`config.mk`:
```
export PLATFORM = sky130hd
export DESIGN_NAME = timer_compare_flat
export DESIGN_NICKNAME = d
export VERILOG_FILES = /design/src/rtl/timer_compare_pkg.sv /design/src/rtl/timer_compare_if.sv /design/src/rtl/timer_pulse_ctr.sv /design/src/rtl/timer_compare.sv /design/src/flat_wrapper.sv
export SDC_FILE = /design/constraint.sdc
export NUM_CORES = 1
export LEC_CHECK = 0
export CORE_ASPECT_RATIO = 1.1
export CORE_UTILIZATION = 55
export CTS_BUF_LIST = sky130_fd_sc_hd__clkbuf_16
export CTS_CLUSTER_DIAMETER = 50
export DETAILED_ROUTE_END_ITERATION = 8
export DONT_BUFFER_PORTS = 1
export PLACE_DENSITY_LB_ADDON = 0.25
export SETUP_SLACK_MARGIN = 0.15
export SLEW_MARGIN = 5
export SYNTH_ARGS = -nofsm -noshare
export SYNTH_HDL_FRONTEND = slang
export SYNTH_SLANG_ARGS = --single-unit
```
`constraint.sdc`:
```
create_clock -name clk -period 2.6 [get_ports clk]
set_clock_uncertainty 0.1 [all_clocks]
set_input_delay 0.39 -clock clk [delete_from_list [all_inputs] [get_ports clk]]
set_output_delay 0.39 -clock clk [all_outputs]
set_load 0.02 [all_outputs]
```
`src/rtl/timer_compare_pkg.sv`:
```
// Shared timer definitions: compare FSM states and default timebase/pulse widths.
// Imported by the compare block, its interface and the capture counter.
package timer_compare_pkg;

  localparam int TIMER_WIDTH    = 32;
  localparam int TIMER_PW_WIDTH = 16;

  typedef enum logic [1:0] {
    IDLE  = 2'd0,
    ARMED = 2'd1,
    PULSE = 2'd2
  } timer_state_e;

endpackage

```
`src/rtl/timer_compare_if.sv`:
```
// Request/status bundle for timer_compare. Loads are accepted only while ready=1;
// there is no queueing, so the master must watch ready and err.
interface timer_compare_if #(
  parameter int WIDTH    = timer_compare_pkg::TIMER_WIDTH,
  parameter int PW_WIDTH = timer_compare_pkg::TIMER_PW_WIDTH
);

  logic                load;
  logic                cancel;
  logic [WIDTH-1:0]    target_in;
  logic [PW_WIDTH-1:0] width_in;
  logic [PW_WIDTH-1:0] period_in;
  logic [WIDTH-1:0]    count;
  logic                pulse_out;
  logic                ready;
  logic                done;
  logic                err;

  modport master (
    output load, cancel, target_in, width_in, period_in,
    input  count, pulse_out, ready, done, err
  );

  modport slave (
    input  load, cancel, target_in, width_in, period_in,
    output count, pulse_out, ready, done, err
  );

endinterface

```
`src/rtl/timer_pulse_ctr.sv`:
```
// Width-phase down-counter; tc is high on the last cycle of the pulse (count==1).
// Load has priority below clear; no backpressure.
module timer_pulse_ctr #(
  parameter int PW_WIDTH = timer_compare_pkg::TIMER_PW_WIDTH
) (
  input  logic                clk,
  input  logic                reset,
  input  logic                load,
  input  logic [PW_WIDTH-1:0] load_val,
  input  logic                clr,
  output logic                tc
);

  logic [PW_WIDTH-1:0] cnt_q;
  logic [PW_WIDTH-1:0] cnt_d;

  always_comb begin
    cnt_d = cnt_q;
    if (clr) begin
      cnt_d = '0;
    end else if (load) begin
      cnt_d = load_val;
    end else if (cnt_q != '0) begin
      cnt_d = cnt_q - PW_WIDTH'(1);
    end
  end

  always_ff @(posedge clk) begin
    if (!reset) begin
      cnt_q <= '0;
    end else begin
      cnt_q <= cnt_d;
    end
  end

  assign tc = (cnt_q == PW_WIDTH'(1));

endmodule

```
`src/rtl/timer_compare.sv`:
```
// Free-running counter with compare-scheduled one-shot/periodic pulses; pulse rises one cycle after match.
// Loads are accepted only in IDLE (ready); loads while busy are dropped silently.
module timer_compare
  import timer_compare_pkg::*;
#(
  parameter int WIDTH    = TIMER_WIDTH,
  parameter int PW_WIDTH = TIMER_PW_WIDTH
) (
  input  logic             clk,
  input  logic             reset,
  timer_compare_if.slave   bus
);

  timer_state_e        state_q, state_d;
  logic [WIDTH-1:0]    count_q, count_d;
  logic [WIDTH-1:0]    target_q, target_d;
  logic [PW_WIDTH-1:0] width_q, width_d;
  logic [PW_WIDTH-1:0] period_q, period_d;
  logic                pulse_q, pulse_d;
  logic                done_q, done_d;
  logic                err_q, err_d;

  logic [PW_WIDTH-1:0] eff_width;
  logic                load_bad;
  logic                match;
  logic                ctr_load;
  logic                ctr_clr;
  logic                ctr_tc;

  // A zero width still produces a one-cycle pulse.
  assign eff_width = (bus.width_in == '0) ? PW_WIDTH'(1) : bus.width_in;
  // A repeat period must leave at least one ARMED cycle between pulses.
  assign load_bad  = (bus.period_in != '0) && (bus.period_in <= eff_width);
  assign match     = (count_q == target_q);

  timer_pulse_ctr #(
    .PW_WIDTH (PW_WIDTH)
  ) u_pulse_ctr (
    .clk      (clk),
    .reset    (reset),
    .load     (ctr_load),
    .load_val (width_q),
    .clr      (ctr_clr),
    .tc       (ctr_tc)
  );

  always_comb begin
    state_d  = state_q;
    count_d  = count_q + WIDTH'(1);
    target_d = target_q;
    width_d  = width_q;
    period_d = period_q;
    pulse_d  = pulse_q;
    done_d   = 1'b0;
    err_d    = 1'b0;
    ctr_load = 1'b0;
    ctr_clr  = 1'b0;

    case (state_q)
      IDLE: begin
        pulse_d = 1'b0;
        if (bus.load) begin
          if (load_bad) begin
            err_d = 1'b1;
          end else begin
            target_d = bus.target_in;
            width_d  = eff_width;
            period_d = bus.period_in;
            state_d  = ARMED;
          end
        end
      end

      ARMED: begin
        if (bus.cancel) begin
          state_d = IDLE;
          ctr_clr = 1'b1;
        end else if (match) begin
          state_d  = PULSE;
          pulse_d  = 1'b1;
          ctr_load = 1'b1;
          // Next match is scheduled now so the rising edges stay exactly one period apart.
          if (period_q != '0) begin
            target_d = target_q + WIDTH'(period_q);
          end
        end
      end

      PULSE: begin
        if (bus.cancel) begin
          state_d = IDLE;
          pulse_d = 1'b0;
          ctr_clr = 1'b1;
        end else if (ctr_tc) begin
          pulse_d = 1'b0;
          if (period_q == '0) begin
            done_d  = 1'b1;
            state_d = IDLE;
          end else begin
            state_d = ARMED;
          end
        end
      end

      default: begin
        state_d = IDLE;
        pulse_d = 1'b0;
      end
    endcase
  end

  always_ff @(posedge clk) begin
    if (!reset) begin
      state_q  <= IDLE;
      count_q  <= '0;
      target_q <= '0;
      width_q  <= '0;
      period_q <= '0;
      pulse_q  <= 1'b0;
      done_q   <= 1'b0;
      err_q    <= 1'b0;
    end else begin
      state_q  <= state_d;
      count_q  <= count_d;
      target_q <= target_d;
      width_q  <= width_d;
      period_q <= period_d;
      pulse_q  <= pulse_d;
      done_q   <= done_d;
      err_q    <= err_d;
    end
  end

  assign bus.count     = count_q;
  assign bus.pulse_out = pulse_q;
  assign bus.ready     = (state_q == IDLE);
  assign bus.done      = done_q;
  assign bus.err       = err_q;

endmodule

```
`src/flat_wrapper.sv`:
```
// flat-port wrapper written by rule: the top's interface ports become plain ports
module timer_compare_flat import timer_compare_pkg::*;
#(
  parameter int WIDTH    = TIMER_WIDTH,
  parameter int PW_WIDTH = TIMER_PW_WIDTH
)
  (clk, reset, bus_load, bus_cancel, bus_target_in, bus_width_in, bus_period_in, bus_count, bus_pulse_out, bus_ready, bus_done, bus_err);
  timer_compare_if #(.WIDTH(WIDTH), .PW_WIDTH(PW_WIDTH)) bus_i ();
  input  logic clk;
  input  logic reset;
  input wire logic [$bits(bus_i.load)-1:0] bus_load;
  input wire logic [$bits(bus_i.cancel)-1:0] bus_cancel;
  input wire logic [$bits(bus_i.target_in)-1:0] bus_target_in;
  input wire logic [$bits(bus_i.width_in)-1:0] bus_width_in;
  input wire logic [$bits(bus_i.period_in)-1:0] bus_period_in;
  output wire logic [$bits(bus_i.count)-1:0] bus_count;
  output wire logic [$bits(bus_i.pulse_out)-1:0] bus_pulse_out;
  output wire logic [$bits(bus_i.ready)-1:0] bus_ready;
  output wire logic [$bits(bus_i.done)-1:0] bus_done;
  output wire logic [$bits(bus_i.err)-1:0] bus_err;
  assign bus_i.load = bus_load;
  assign bus_i.cancel = bus_cancel;
  assign bus_i.target_in = bus_target_in;
  assign bus_i.width_in = bus_width_in;
  assign bus_i.period_in = bus_period_in;
  assign bus_count = bus_i.count;
  assign bus_pulse_out = bus_i.pulse_out;
  assign bus_ready = bus_i.ready;
  assign bus_done = bus_i.done;
  assign bus_err = bus_i.err;
  timer_compare #(.WIDTH(WIDTH), .PW_WIDTH(PW_WIDTH)) u_core (.clk(clk), .reset(reset), .bus(bus_i));
endmodule
```
==> metrics.txt, run 1 <==
layout cells sized above 1=0.247; Synth Warn #=0; min Tclk post-route=2.57 ns; Final #Nets=just over 1000; routability cong.=0.932; ranking of synthesized cells by area=dfxtp_1 33%, xnor2_1 8.2%, ha_1 6.9%, mux2i_1 6.5%, nor2_1 6.3%; CP endpoint kind=flop; FILL cells=878; MaxCap Viol Count=0; Total GRT Usage=0.304; area grow syn2layout=27.7%; vias in the first global route=6247; CTS buffer count=17; LEAKAGE=between 3 and 4 nW; CTS Sinks=117; initial antenna violation count=0; first-pass GRT wire length=~30 mm; Synth cell types=68; status=completed; P per Cell Area=774 mW/mm^2; number of flops mapped to enable cells by yosys=0; Site Rows=between 40 and 50; syn nets=~940; max incr delay on CP=0.44 ns; Die X=110 microns; vias per cell=6.07; syn_area_per_cell=8.49 sq um; Final Cycle Share=0.989; Setup violations, final=0; ANT nets after route=0; Peak Freq=389 MHz; drt first pass iters=6; # IOs=104; crit path cell chain=ha_4 -> inv_2 -> fa_2 -> nand2b_4 -> a21oi_4 -> o41a_1 -> a211oi_4 -> or2_4 -> or4_4 -> a31oi_4; largest net degree at the start of global routing=41; NetSw=2.36 mW; #FFs+latches synth=approximately 120; TritonCTS clock tree=yes; Die ar.=roughly 0.013 sq mm; Post-synth top flop=dfxtp_1; n_diodes=0; Max Root-Sink Buffers=2; grt ovf=0; 1st-iter DRT viols=between 400 and 500; Comb power frac=0.347; wire length per cell=19.0 microns; Crit Path Max Fanout=7; Final Hold Fails=0; Synth top cells by count=119 x nor2_1, 117 x dfxtp_1, 66 x xnor2_1; Max VDD drop=between 600 and 700 uV; CP required=between 2 and 3 ns; Buf/Inv on CP=1; DP HPWL=14.9 mm; Seq pwr share=0.337; Crit path max-delay family=simple AND/OR/NAND/NOR gates; via count=6573; CTS clk-pin slew, worst paths=0.05 ns; Synth Cell Area=about 0.0070 sq mm; Slew @ Worst Pin=0.762 ns; final wirelength=20.6 mm; Clock Root Buffer=clkbuf_16; WHS Path Cells=2; Port Buffer Count=0; Arr. time, crit path=2.82 ns; Int Power=4.59 mW; Final Max Tran Viols=0; Syn Inst Count=829; Worst setup SP type=flop; slew margin rel.=0.491; FFs w/ async S/R, synth=0; Slowest-stage cell, CP=or4_4; Yosys top cell area share=0.333; switch share=0.339; stages on the worst setup path=10; total chip power=6.96 mW; Reg2Reg Depth=10; multi-input logic area=between 0.004 and 0.005 sq mm; min-delay worst type=in2reg; WS Path Type=reg2reg; RSZ-0062 raised after global routing=yes; clock power share=0.315; starting density of the core=0.575; drt drc=0; core area=0.0122 sq mm; Storage cell area=0.00237 sq mm; H-tree Lvls=4; largest area contributor in the netlist=dfxtp_1; sequential share of the synthesized area=0.333; Die Span Y=approximately 120 microns; final setup TNS=0 ns; top-count cell post-synth=nor2_1; Clk Latency, worst-skew pair=0.42 ns
power groups by stage:
| stage | registers [mW] | logic [mW] | clock network (mW) |
|---|---|---|---|
| floorplan | 2.26 | 1.55 | 0 |
| global placement | 2.32 | 1.97 | 0 |
| detailed placement | 2.33 | 2.03 | 0 |
| CTS | 2.30 | 2.09 | 2.21 |
| global route | 2.37 | 2.63 | 2.30 |
| finish | 2.35 | 2.42 | 2.19 |
cell type report:
type | count | area share
Multi-Input combinational cell | 643 | 0.541
Timing Repair Buffer | 102 | 0.0955
Inverter | 35 | 0.0168
Sequential cell | 117 | 0.264
Clock buffer | 17 | 0.0473
Clock inverter | 14 | 0.0135
Tap cell | 154 | 0.0214
stage by stage:
step                setup WS (ns)  instances  hold WS (ns)  utilization  cell area [sq um]
floorplan                   0.102        829         0.360            -               7190
global placement          -0.0880       1025         0.383        0.641               7850
detailed placement         -0.171       1025         0.383        0.641               7850
CTS                       0.00953       1059       0.00215        0.690               8450
global route              -0.0760       1082      0.000461        0.734               8990
finish                     0.0278       1082        0.0119        0.734               8990
state kept, by name, summed over array words and instances, names as in the netlist:
signal / count
u_core.target_q: 32
u_core.bus.done: 1
u_core.u_pulse_ctr.cnt_q: 16
u_core.bus.err: 1
u_core.period_q: 16
u_core.state_q: 2
u_core.bus.count: 32
u_core.width_q: 16
u_core.bus.pulse_out: 1
per-layer routing:
| layer | vias up | GRT usage | wire (microns) |
|---|---|---|---|
| met1 | 3075 | 0.354 | 8100 |
| met2 | 278 | 0.514 | 10200 |
| met3 | 51 | 0.0830 | 1600 |
| met5 | - | 0 | 0 |
| met4 | 0 | 0.133 | 631 |
| li1 | 3169 | - | - |
final timing paths:
path / from / to / slack [ns]
min: reset / u_core.target_q[28]$_SDFFE_PN0P_ / 0.01
min reg2reg: u_core.width_q[0]$_SDFFE_PN0P_ / u_core.width_q[0]$_SDFFE_PN0P_ / 0.40
max: u_core.target_q[0]$_SDFFE_PN0P_ / u_core.target_q[16]$_SDFFE_PN0P_ / 0.03
max reg2reg: u_core.target_q[0]$_SDFFE_PN0P_ / u_core.target_q[16]$_SDFFE_PN0P_ / 0.03
layout by cell type, fill, tap and decap left out, types with 18 or more instances in the layout:
master     Yosys  final
inv_1         34     31
a21oi_1       37     36
clkbuf_16      0     18
nand4_1       26     26
buf_4          4     90
nand3_1       26     25
dfxtp_2        0     20
dfxtp_1      117     95
nor2_1       119    117
xor2_1        18     18
mux2i_1       46     46
a211oi_1      29     27
ha_1          39     26
nor3_1        24     21
xnor2_1       66     57
nand2_1       45     45
cells by family (layout without fill, tap and decap cells):
kind of cell,count (synthesis),after routing,share of synthesized area
XOR/XNOR,84,84,0.104
multiplexers,46,46,0.0654
buffers and inverters,69,168,0.0395
AND/OR/NAND/NOR,311,311,0.221
AO/OA/AOI/OAI,162,162,0.165
flip-flops,117,117,0.333
adder cells (fa/ha/maj),40,40,0.0722
what timing repair did:
item	CTS	global route
pin swaps	7	32
endpoints found under the setup margin	18	41
gates resized for setup	5	72
buffers inserted	2	20
gates cloned	0	3
hold buffers	1	0
hold endpoints to repair	8	0
Note: power is estimated with default switching activity, not from simulation.
==> run 2, diff against run 1 <==
Settings changed: CTS_CLUSTER_DIAMETER 50 to 200.
==> results of run 2 <==
Same layout as run 1: the final DEF is identical, and so are final timing and power.
